## src/rtl/bp_pkg.sv

```systemverilog
// Shared definitions for the branch prediction slice.
// Holds the direction encodings, the default sizing constants, and the
// training bundle that the resolver sends back to the 2-bit direction
// predictor. The predictor uses the same bundle type.
package bp_pkg;

    localparam logic TAKEN     = 1'b1;
    localparam logic NOT_TAKEN = 1'b0;

    localparam int DEFAULT_DEPTH = 4;
    localparam int DEFAULT_CNT_W = 16;

    // Training strobe to the predictor: result marks a valid update and
    // taken carries the actual branch direction.
    typedef struct packed {
        logic result;
        logic taken;
    } bp_update_t;

endpackage

```

## src/rtl/bp_sat_counter.sv

```systemverilog
// Saturating up-counter with an enable input.
// Once the count reaches all-ones it stays there until reset.
// Ports:
//   clk   - rising-edge clock
//   rst_n - asynchronous active-low reset, clears the count
//   en    - increment request for this cycle
//   count - current registered count
module bp_sat_counter #(
    parameter int W = 16
) (
    input  logic         clk,
    input  logic         rst_n,
    input  logic         en,
    output logic [W-1:0] count
);

    logic [W-1:0] count_q;
    logic [W-1:0] count_d;

    // Increment only while the count is below its ceiling.
    always_comb begin
        count_d = count_q;
        if (en && (count_q != {W{1'b1}})) begin
            count_d = count_q + 1'b1;
        end
    end

    always_ff @(posedge clk or negedge rst_n) begin
        if (!rst_n) begin
            count_q <= '0;
        end else begin
            count_q <= count_d;
        end
    end

    assign count = count_q;

endmodule

```

## src/rtl/branch_resolver.sv

```systemverilog
// Branch resolver: queues issued direction predictions in order and checks
// each one against the actual outcome when the oldest branch resolves.
// Ports:
//   clk, rst_n                  - clock and asynchronous active-low reset
//   pred_valid, pred_taken      - prediction issue (push)
//   pred_ready                  - queue not full
//   resolve_valid, resolve_taken- oldest branch resolves (pop)
//   upd_result, upd_taken       - one-cycle predictor training strobe
//   mispredict                  - one-cycle pulse on a wrong prediction
//   resolve_err                 - one-cycle pulse on a resolve with an empty queue
//   overflow                    - sticky, a push was attempted while full
//   occupancy                   - entries currently queued
//   branch_cnt, mispred_cnt     - saturating statistics counters
module branch_resolver
    import bp_pkg::*;
#(
    parameter int DEPTH = DEFAULT_DEPTH,
    parameter int CNT_W = DEFAULT_CNT_W
) (
    input  logic                       clk,
    input  logic                       rst_n,
    input  logic                       pred_valid,
    input  logic                       pred_taken,
    output logic                       pred_ready,
    input  logic                       resolve_valid,
    input  logic                       resolve_taken,
    output logic                       upd_result,
    output logic                       upd_taken,
    output logic                       mispredict,
    output logic                       resolve_err,
    output logic                       overflow,
    output logic [$clog2(DEPTH+1)-1:0] occupancy,
    output logic [CNT_W-1:0]           branch_cnt,
    output logic [CNT_W-1:0]           mispred_cnt
);

    localparam int IDX_W = $clog2(DEPTH);
    localparam int PTR_W = IDX_W + 1;
    localparam int OCC_W = $clog2(DEPTH+1);

    logic [DEPTH-1:0] fifo_q, fifo_d;
    logic [PTR_W-1:0] wr_ptr_q, wr_ptr_d;
    logic [PTR_W-1:0] rd_ptr_q, rd_ptr_d;
    bp_update_t       upd_q, upd_d;
    logic             mispredict_q, mispredict_d;
    logic             resolve_err_q, resolve_err_d;
    logic             overflow_q, overflow_d;

    logic empty;
    logic full;
    logic head;
    logic pop;
    logic miss;
    logic push;

    // The extra pointer MSB separates a full queue from an empty one.
    assign empty = (wr_ptr_q == rd_ptr_q);
    assign full  = (wr_ptr_q[IDX_W] != rd_ptr_q[IDX_W]) &&
                   (wr_ptr_q[IDX_W-1:0] == rd_ptr_q[IDX_W-1:0]);
    assign head  = fifo_q[rd_ptr_q[IDX_W-1:0]];

    assign pop  = resolve_valid && !empty;
    assign miss = pop && (head != resolve_taken);
    // A push coinciding with a mispredict is wrong-path and is discarded.
    assign push = pred_valid && !full && !miss;

    always_comb begin
        fifo_d        = fifo_q;
        wr_ptr_d      = wr_ptr_q;
        rd_ptr_d      = rd_ptr_q;
        upd_d.result  = pop;
        upd_d.taken   = pop ? resolve_taken : NOT_TAKEN;
        mispredict_d  = miss;
        resolve_err_d = resolve_valid && empty;
        overflow_d    = overflow_q | (pred_valid && full && !miss);

        if (push) begin
            fifo_d[wr_ptr_q[IDX_W-1:0]] = pred_taken;
            wr_ptr_d = wr_ptr_q + 1'b1;
        end

        // A misprediction flushes every younger entry along with the head.
        if (miss) begin
            rd_ptr_d = wr_ptr_q;
        end else if (pop) begin
            rd_ptr_d = rd_ptr_q + 1'b1;
        end
    end

    always_ff @(posedge clk or negedge rst_n) begin
        if (!rst_n) begin
            fifo_q        <= '0;
            wr_ptr_q      <= '0;
            rd_ptr_q      <= '0;
            upd_q         <= '{result: 1'b0, taken: NOT_TAKEN};
            mispredict_q  <= 1'b0;
            resolve_err_q <= 1'b0;
            overflow_q    <= 1'b0;
        end else begin
            fifo_q        <= fifo_d;
            wr_ptr_q      <= wr_ptr_d;
            rd_ptr_q      <= rd_ptr_d;
            upd_q         <= upd_d;
            mispredict_q  <= mispredict_d;
            resolve_err_q <= resolve_err_d;
            overflow_q    <= overflow_d;
        end
    end

    // Statistics advance on the same edge that raises the training strobe.
    bp_sat_counter #(.W(CNT_W)) u_branch_cnt (
        .clk   (clk),
        .rst_n (rst_n),
        .en    (pop),
        .count (branch_cnt)
    );

    bp_sat_counter #(.W(CNT_W)) u_mispred_cnt (
        .clk   (clk),
        .rst_n (rst_n),
        .en    (miss),
        .count (mispred_cnt)
    );

    assign pred_ready  = !full;
    assign occupancy   = OCC_W'(wr_ptr_q - rd_ptr_q);
    assign upd_result  = upd_q.result;
    assign upd_taken   = upd_q.taken;
    assign mispredict  = mispredict_q;
    assign resolve_err = resolve_err_q;
    assign overflow    = overflow_q;

endmodule

```

## config.mk

```make
export PLATFORM = sky130hd
export DESIGN_NAME = branch_resolver
export DESIGN_NICKNAME = d
export VERILOG_FILES = /design/src/rtl/bp_pkg.sv /design/src/rtl/bp_sat_counter.sv /design/src/rtl/branch_resolver.sv
export SDC_FILE = /design/constraint.sdc
export NUM_CORES = 1
export LEC_CHECK = 0
export ABC_AREA = 1
export CAP_MARGIN = 20
export CORE_MARGIN = 2
export CORE_UTILIZATION = 30
export CTS_CLUSTER_SIZE = 12
export DETAILED_ROUTE_END_ITERATION = 10
export GPL_TIMING_DRIVEN = 0
export SYNTH_ARGS = -nofsm -noshare
export SYNTH_HDL_FRONTEND = slang
export SYNTH_SLANG_ARGS = --single-unit
```

## constraint.sdc

```tcl
create_clock -name clk -period 2.4 [get_ports clk]
set_input_delay 0.72 -clock clk [delete_from_list [all_inputs] [get_ports clk]]
set_output_delay 0.72 -clock clk [all_outputs]
set_load 0.01 [all_outputs]
```

# Word level (Yosys, flattened, before mapping)
# Index checks and enable logic that the tools add are counted.
[op_classes]
n_mux = 8
n_eq_ne = 6
addsub = 5
n_bitwise = 1
n_reduce_logical = 15
order_cmp = 3
[op_table]
columns = ["operator", "count"]
rows = [
  ["adder 16 x 1 -> 16 bit, second input constant", 2],
  ["!= test 16 bit, second input constant", 2],
  ["logical AND 1 bit", 11],
  ["adder 3 x 1 -> 3 bit, second input constant", 2],
  ["< comparator 2 x 3 -> 1 bit, second input constant", 2],
  ["2-to-1 mux 3 bit", 2],
  ["bitwise mux 4 bit", 1],
  ["equality test 3 bit", 1],
  ["logical NOT 1 bit", 3],
  ["2-to-1 mux 1 bit", 3],
  ["subtractor 3 bit", 1],
  ["binary-select mux 1 bit (select 2 bit)", 1],
  ["demux 1 bit (select 2 bit)", 1],
  ["equality test 2 bit", 1],
  [">= comparator 2 x 1 -> 1 bit, second input constant", 1],
  ["!= test 1 bit", 2],
  ["nonzero test 2 bit", 1],
  ["bitwise OR 1 bit", 1],
]
[word_totals]
out_inout_bits = 41
input_bits = 6
word_cells = 48
ff_bits = 47

# Longest topological paths before layout
[depth]
depth_word = 7
depth_mapped = 11
ltp_nobuf = 10

# By module
# A second synthesis with hierarchy kept.
[unflattened]
cells_unflattened = 407
hier_area_um2 = 3011.6
[by_module_without_submodules]
columns = ["mod", "seq_area_each_um2", "area_per_inst_um2", "n_inst", "cells_per_inst"]
rows = [
  ["bp_sat_counter", 400.4, 1058.5, 2, 149],
  ["branch_resolver", 375.4, 894.6, 1, 109],
]

# Least setup slack after synthesis
# OpenSTA, ideal clock, no wires.
[synth_timing]
path_type = "register to output"
start = "register wr_ptr_q[0]"
end = "output occupancy[2]"
n_path_buf = 0
t_required_ps = 1680
t_arrival_ps = 1308
path_stages_with_launch = 5
path_slack_ps = 372
cell_sequence = "dfrtp_1 inv_1 ha_1 fa_1 xnor2_1"
[synth_between]
elab_chain_cells = 1
[synth_rtl]
columns = ["element", "line_no", "text"]
rows = [
  ["from (decl)", "branch_resolver.sv:42", "logic [PTR_W-1:0] wr_ptr_q, wr_ptr_d;"],
  ["from (signal assigned)", "branch_resolver.sv:101", "wr_ptr_q <= wr_ptr_d;"],
  ["subtractor 3 bit", "branch_resolver.sv:126", "assign occupancy = OCC_W'(wr_ptr_q - rd_ptr_q);"],
  ["to (decl)", "branch_resolver.sv:32", "output logic [$clog2(DEPTH+1)-1:0] occupancy,"],
]
# No other way between the ends.

# Final worst setup path
[layout_timing]
start = "register wr_ptr_q[0]"
end = "output occupancy[0]"
# Same word-level chain as after synthesis.

==> results_dict.tcl <==
set metrics [dict create \
    yosysTopAreaCell "dfrtp_1" \
    synth_nets 402 \
    leakage_uw 0.00172 \
    finalNonFillerCells 576 \
    cp_max_fo 2 \
    die_y_um 102 \
    slowest_delay_ns 0.52 \
    dr.pass1.iters 4 \
    place_area_um2 3500 \
    postSynthCellCount 386 \
    skew_ns 0.00637 \
    start_kind "flop" \
    antenna_left 0 \
    period_needed_ns 2.33 \
    grt_max_degree 32 \
    grt_pass1_wl_um 11800 \
    drc 0 \
    clk_pin_slew_ns 0.09 \
    port_buffers 46 \
    numCtsBuffers 5 \
    path_cells "inv_2 > ha_2 > inv_1 > clkdlybuf4s50_1" \
    dieWidth_um 102 \
    dp_hpwl_um 5100 \
    worstSkewPairLatency_ns 0.29 \
    num_rows 35 \
    fin_area_um2 3620 \
    critPathCaptureType "primary output" \
    yosysSeqAreaShare_pct 41.1 \
    grt_remaining_overflow 0 \
    ios 47 \
    drt_iter0_markers 142 \
    yosysUniqueCellTypes 27 \
    status "completed" \
    yosysWarningCount 0 \
    fin_nets 462 \
    ys_seq_elements 47 \
    tritoncts "done" \
    rsz0062_at_grt "false" \
    area_growth_pct 26.5 \
    synthFlopType "dfrtp_1" \
    syn_area_um2 2860 \
    drv_cap 0 \
    wl_um 6800 \
    antenna_found_initial 0 \
    synthTopCellsByArea "dfrtp_1 (41%), nand2_1 (19%), nand3_1 (8.7%)" \
    htree_num_levels 2 \
    vias 2607 \
    tightest_slew_ns 0.410 \
    fin_crit_sh_pct 97.1 \
    drive_gt1_share_pct 9.62 \
    avgRoutedWirePerCell_um 11.8 \
    place_congestion 0.856 \
    dieArea_um2 10300 \
    hold_viol_final 0 \
    p_per_area_nw_per_um2 950 \
    grt_pass1_vias 2509 \
    place_inst 562 \
    hold_path_class "primary input to asynchronous set/reset pin" \
    synth_top_area_share_pct 41.1 \
    crit_type "flop to primary output" \
    slew_violations 0 \
    n_antenna_cell 0 \
    slowest_stage "clkdlybuf4s50_1" \
    cts_max_path_buffers 2 \
    nFillCells 990 \
    worstPathArrival_ns 1.61 \
    power_uw 3440 \
    cts_hold_buffers 0 \
    root_buffer "clkbuf_8" \
    slew-limit-headroom_pct 72.6 \
    crit_required_ns 1.68 \
    ir_worst_vdd_mv 0.624 \
    initial_core_util_pct 31.0 \
    fp.coreArea_um2 9240 \
    fmax_mhz 429 \
    viasPerCell 4.53 \
    cts.sinks 47 \
    synth_edf_count 0 \
    synth_area_per_cell_um2 7.41 \
    finalSetupViolCount 0 \
    grtUsageTotal_pct 14.1 \
    async_reset_ff_share_pct 100 \
]
[cells by family (layout without fill, tap and decap cells)]
kind of cell / count (synthesis) / count (layout) / share of synthesized area [%]
simple gates: 250 / 250 / 38.6
buf+inv: 50 / 111 / 7.74
flops: 47 / 47 / 41.1
xor+xnor: 18 / 18 / 5.51
compound gates: 11 / 11 / 2.41
fa+ha+maj: 10 / 10 / 4.63
[timing repair]
action | 4_1_cts | 5_1_grt
setup endpoints to repair | 4 | 3
pin swaps | 2 | 0
gates resized for setup | 12 | 1
endpoints found under the hold margin | 0 | 0
setup buffers | 5 | 1
[metal layers]
metal,GRT usage (%),routed length (µm)
met3,2.07,220
met1,19.2,3350
met5,0,0
met4,3.12,39
met2,23.8,3190
[cell usage in the layout, fill, tap and decap left out, types with 9 or more instances in the layout]
cell,instances
xnor2_1,9
dfrtp_1,46
nand3_1,50
nor2_1,25
xor2_1,9
clkdlybuf4s50_1,42
nand4_1,9
o21ai_0,9
nand2_1,144
inv_1,37
[state kept, by name, indices dropped and copies added (netlist names)]
name / cells
u_branch_cnt.count: 16
overflow: 1
resolve_err: 1
upd_result: 1
wr_ptr_q: 3
rd_ptr_q: 3
u_mispred_cnt.count: 16
fifo_q: 4
mispredict: 1
upd_taken: 1
[Yosys cell counts (2+ instances only)]
| cell | count |
|---|---|
| inv_1 | 38 |
| nor3_2 | 2 |
| xor2_1 | 9 |
| inv_2 | 2 |
| nor2_1 | 26 |
| xnor2_1 | 9 |
| nand3b_1 | 3 |
| nand3_1 | 50 |
| nand2_2 | 4 |
| nor3_1 | 7 |
| nand2_1 | 144 |
| nand4_1 | 9 |
| ha_1 | 9 |
| buf_6 | 3 |
| o21ai_0 | 9 |
| buf_2 | 5 |
| dfrtp_1 | 47 |
[worst max-delay path, delay by kind of cell, from the launching register on]
family                   cells  cell delay [ns]
buffers and inverters        3             0.64
adder cells (fa/ha/maj)      1             0.27
flip-flops                   1             0.40
[power breakdown]
part / total [µW] / leakage (µW) / internal, µW / switching, µW
clock network: 469 / 0.0000422 / 205 / 264
logic: 1770 / 0.00106 / 782 / 989
registers: 1200 / 0.000617 / 995 / 204
total: 3440 / 0.00172 / 1980 / 1460
[worst paths after layout]
check | start | endpoint | slack, ns | depth (start not counted)
worst max-delay path | wr_ptr_q[0]$_DFFE_PN0P_ | occupancy[0] | 0.07 | 4
worst min-delay path | rst_n | u_mispred_cnt.count[15]$_DFFE_PN0P_ | 0.35 | 1
worst max register to register | u_branch_cnt.count[1]$_DFFE_PN0P_ | u_branch_cnt.count[7]$_DFFE_PN0P_ | 0.48 | 9
worst min register to register | fifo_q[3]$_DFFE_PN0P_ | fifo_q[3]$_DFFE_PN0P_ | 0.49 | 2
max in group asynchronous | rst_n | wr_ptr_q[1]$_DFFE_PN0P_ | 1.54 | 2
min in group clk | fifo_q[3]$_DFFE_PN0P_ | fifo_q[3]$_DFFE_PN0P_ | 0.49 | 2
[cell type report]
cell class | count | area [µm²] | share of cell area [%]
clock inverter | 1 | 5.00 | 0.138
clock buffer | 7 | 76.3 | 2.11
multi-input combinational | 289 | 1470 | 40.6
sequential | 47 | 1180 | 32.5
timing repair buffer | 53 | 509 | 14.1
buffer | 9 | 66.3 | 1.83
tap | 129 | 161 | 4.46
inverter | 41 | 155 | 4.29
[through the flow]
| step | util [%] | hold WS, ns | TNS (ns) | worst slack, ns |
|---|---|---|---|---|
| 2_1_floorplan | - | 0.424 | 0 | 0.372 |
| 3_3_place_gp | 37.7 | 0.468 | -37.11 | -0.788 |
| 3_5_place_dp | 37.9 | 0.472 | -0.272 | -0.155 |
| 4_1_cts | 39.2 | 0.348 | 0 | 0.0106 |
| 5_1_grt | 39.2 | 0.370 | 0 | 0.00247 |
| 6_report | 39.2 | 0.345 | 0 | 0.0700 |
Power figures use the tool's default switching activity.
==> edit 1, RTL diff (config.mk and constraints unchanged) <==
The package constant `DEFAULT_DEPTH` goes from 4 to 8.
--- a/src/rtl/bp_pkg.sv
+++ b/src/rtl/bp_pkg.sv
@@ -8,5 +8,5 @@
     localparam logic NOT_TAKEN = 1'b0;
 
-    localparam int DEFAULT_DEPTH = 4;
+    localparam int DEFAULT_DEPTH = 8;
     localparam int DEFAULT_CNT_W = 16;
 
Interface: changed (resized occupancy); port bits go from 47 to 48. The function was not compared with the original's and may differ.
==> edit 1 against the original RTL <==
  * The run now ends with negative setup slack left
  * Synthesized area increased by 9.8%
  * Design area increased by 12%
  * Worst hold slack improved by 0.069 ns
  * Wire length increased by 10%
  * Via count increased by 8.1%
  * Total power increased by 35%
  * Sequential cell count increased by 6
  * Fmax decreased by 3.7%
  * Sequential share of layout area increased by 0.31 points
  * Setup slack got worse by 0.089 ns
  * Critical endpoint is now occupancy[1]
==> edit 1: results (changes against the original RTL) <==
metric,value,unit,change
io_buffers,46,,unchanged
globalplace.congestion,0.923,,+7.9%
grt_max_degree,29,,-9.4%
routed-wl-met3,314,um,+43%
fin_nets,481,,+4.1%
cpPeakStageDelay,0.52,ns,about the same
wl_met2,3.69,mm,+16%
synth.top_cells.by_count,"130 x nand2_1, 53 x dfrtp_1, 48 x nand3_1, 37 x inv_1, 22 x nor2_1",,
dr.pass1.iters,6,,+2
detail_route.vias_per_cell,4.66,,+3.0%
grt_pass1_vias,2685,,+7.0%
route.detailed.wl_per_inst,12.4,um,+5.1%
dp_hpwl,5.36,mm,+5.2%
layout-drive-gt1-share,13.9,%,+4.3 points
drt-initial-drc-count,175,,+23%
violations,negative setup slack,,
dp.cells,585,,+4.1%
wl,7.49,mm,+10%
track_usage,13.8,%,-0.32 points
tightest_slew,0.625,ns,+0.214 ns
status,"finished, violations left",,
syn-num-nets,416,,+3.5%
drt-met1-wl,3.39,mm,+1.1%
clock_latency,0.31,ns,+0.02 ns
yosysSeqAreaShare,42.2,%,+1.1 points
clock_skew,0.0129,ns,+0.00653 ns
cp_slowest_cell,fa_2,,
synth_cell_types,33,,+22%
grt_pass1_wl,12.7,mm,+6.9%
synth_area_leaders,"dfrtp_1 42%, nand2_1 16%, nand3_1 7.6%",,
layout_setup_ws,-0.0191,ns,-0.0891 ns
fillers,1051,,+6.2%
postSynth.asyncResetShare,100,%,unchanged
setup_viol,1,,+1
[edit 1: cell types whose count changed after synthesis, sizes merged, moves of 4 or more]
cell   unedited run  this run
dfrtp            47        53
xnor2             9        14
nor3              9        17
nand2           148       133
xor2              9        18
a21oi             1         5
[edit 1: where the power goes]
group	total [mW]	internal, mW	switching, mW	leakage (nW)
clock network	0.637	0.341	0.297	0.0585
logic	2.58	1.17	1.40	1.09
registers	1.44	1.16	0.275	0.683
[edit 1: logic make-up after synthesis]
logic type | synth area share [%]
XOR/XNOR | 8.92
buffers and inverters | 7.41
AND/OR/NAND/NOR | 34.7
adder cells (fa/ha/maj) | 3.43
flip-flops | 42.2
AO/OA/AOI/OAI | 3.27
[edit 1: layout make-up]
| cell class | count | area share, % |
|---|---|---|
| clock inverter | 1 | 0.741 |
| inverter | 42 | 4.10 |
| timing repair buffer | 58 | 13.4 |
| sequential | 53 | 32.8 |
| multi-input combinational | 296 | 40.8 |
| buffer | 11 | 1.79 |
| clock buffer | 7 | 2.13 |
| tap | 136 | 4.20 |
[edit 1: worst max-delay path, delay by kind of cell (launching register included)]
family                     cells  cell delay (ns)
buffers and inverters          3             0.29
adders and majority gates      2             0.70
DFF                            1             0.41
[edit 1: metrics by stage]
stage | TNS (ns) | utilization, % | setup slack (ns) | area [um2] | total power [mW]
final | -0.0191 | 39.6 | -0.0191 | 4050 | 4.65
after global routing | -0.234 | 39.6 | -0.0889 | 4050 | 5.04
after CTS | -0.0840 | 39.0 | -0.0373 | 3990 | 4.47
after detailed placement | -1.16 | 37.0 | -0.366 | 3790 | 3.72
after global placement | -59.09 | 36.9 | -1.10 | 3770 | 3.67
after floorplan | 0 | - | 0.304 | 3140 | 2.85
[edit 1: final timing paths]
| kind | cells after the start | slack, ns | endpoint | startpoint |
|---|---|---|---|---|
| max in group asynchronous | 2 | 1.39 | rd_ptr_q[1] | rst_n |
| worst max register to register | 14 | 0.29 | wr_ptr_q[0] | wr_ptr_q[0] |
| worst min-delay path | 1 | 0.41 | fifo_q[0] | rst_n |
| min in group clk | 1 | 0.47 | overflow | overflow |
| worst max-delay path | 5 | -0.02 | occupancy[1] | wr_ptr_q[0] |
| worst min register to register | 1 | 0.47 | overflow | overflow |
[edit 1: timing repair]
action | 4_1_cts | 5_1_grt
setup buffers | 8 | 3
resized for setup | 25 | 11
endpoints found under the setup margin | 5 | 4
pin swaps | 3 | 5
[edit 1: per-layer routing]
metal	track usage (%)	up-vias
met3	2.21	6
li1	-	1417
met5	0	-
met4	4.14	0
met1	17.6	1332
met2	24.0	62
==> edit 2, RTL diff (config.mk and constraints unchanged) <==
Without the edit above. Make the reset (`rst_n`) synchronous in 2 clocked blocks. Comments in the files are not updated.
--- a/src/rtl/bp_sat_counter.sv
+++ b/src/rtl/bp_sat_counter.sv
@@ -26,5 +26,5 @@
     end
 
-    always_ff @(posedge clk or negedge rst_n) begin
+    always_ff @(posedge clk) begin
         if (!rst_n) begin
             count_q <= '0;
--- a/src/rtl/branch_resolver.sv
+++ b/src/rtl/branch_resolver.sv
@@ -88,5 +88,5 @@
     end
 
-    always_ff @(posedge clk or negedge rst_n) begin
+    always_ff @(posedge clk) begin
         if (!rst_n) begin
             fifo_q        <= '0;
Behaviour: differs if rst_n is asserted again (counterexample within 4 cycles, from zero or initial values and one cycle with rst_n low); with rst_n held inactive, the same outputs for 10 cycles.
==> edit 2 against the original RTL <==
  * Total power down 21%
  * Register-to-register slack worse by 0.15 ns
  * Core utilization about the same
  * Critical path type unchanged
  * Worst hold slack better by 0.11 ns
  * Wire length up 4.0%
  * Clock skew down 0.0018 ns
  * Setup slack better by 0.0093 ns
  * Sequential cell count unchanged
  * Synthesized area down 4.2%
  * Design area down 4.8%
  * Largest power group unchanged
==> edit 2: results (changes against the original RTL) <==
metric,value,unit,change
status,completed,,
dp.cells,576,,+2.5%
globalplace.congestion,0.874,,+2.1%
rr_startpoint,u_mispred_cnt.count[0],,
r2r_slack,0.33,ns,-0.15 ns
dp_hpwl,5.37,mm,+5.2%
drt-initial-drc-count,119,,-16%
track_usage,14.6,%,+0.49 points
synth-main-ff-cell,dfxtp_1,,
syn_inst,422,,+9.3%
cp_slowest_cell,fa_2,,
hold_class,reg -> reg,,
hold_ws,0.459,ns,+0.114 ns
cpPeakStageDelay,0.55,ns,+0.03 ns
reg2reg_to,u_mispred_cnt.count[10],,
synth_cell_types,24,,-11%
cp_max_fo,5,,+3
route.detailed.wl_per_inst,12.1,um,+2.2%
synth_area_leaders,"dfxtp_1 34%, nand2_1 16%, nand3_1 8.2%",,
syn-num-nets,438,,+9.0%
tightest_slew,0.538,ns,+0.128 ns
vdd_drop_max,0.000509,V,-18%
vias,2768,,+6.2%
fillers,936,,-5.5%
power.leakage,1.30,nW,-24%
grt_pass1_wl,11.9,mm,+0.46%
grt_max_degree,15,,-53%
## edit 2: cell families after synthesis
family	after synthesis	synth area share [%]
AND/OR/NAND/NOR	242	38.0
buffers and inverters	64	9.44
flip-flops	47	34.3
AO/OA/AOI/OAI	43	8.26
XOR/XNOR	16	5.11
adder cells (fa/ha/maj)	10	4.84
## edit 2: power breakdown
group,internal [mW],switching [mW]
clock network,0.204,0.263
logic,0.495,0.757
registers,0.888,0.114
## edit 2: worst max-delay path by stage
stage,depth (start not counted),to,from
finish,5,occupancy[1],wr_ptr_q[0]
global route,6,pred_ready,rd_ptr_q[1]
CTS,5,occupancy[2],wr_ptr_q[0]
detailed placement,5,occupancy[2],wr_ptr_q[0]
global placement,5,occupancy[2],wr_ptr_q[0]
floorplan,4,occupancy[2],wr_ptr_q[0]
## edit 2: critical path: cells and delay by family (launching register included)
| family | cells | cell delay, ns |
|---|---|---|
| buf+inv | 3 | 0.23 |
| fa+ha+maj | 2 | 0.74 |
| flops | 1 | 0.34 |
## edit 2: metal layers
layer,track usage [%],routed length [um]
met1,19.3,3470
met2,24.8,3290
met3,2.81,268
met4,3.16,44
met5,0,0
## edit 2: what timing repair did
action                                  in CTS  in global routing
gates resized for setup                     16                  2
gates cloned                                 0                  0
pin swaps                                    3                  0
hold endpoints to repair                     0                  0
endpoints found under the setup margin       4                  1
buffers inserted                             2                  0
## edit 2: metrics by stage
step           instance area (um2)  worst slack (ns)
2_1_floorplan                 2740             0.401
3_3_place_gp                  3340            -0.181
3_5_place_dp                  3340            -0.180
4_1_cts                       3440            0.0255
5_1_grt                       3450            0.0117
6_report                      3450            0.0794
## edit 2: area by class of cell
class                   count  area share (%)
well taps                 108            3.92
clock buffers               6            2.11
multi-input cells         311            45.2
repair buffers             48            13.5
clock inverters             2           0.363
inverters                  54            5.88
flip-flops and latches     47            27.4
plain buffers              10            1.63
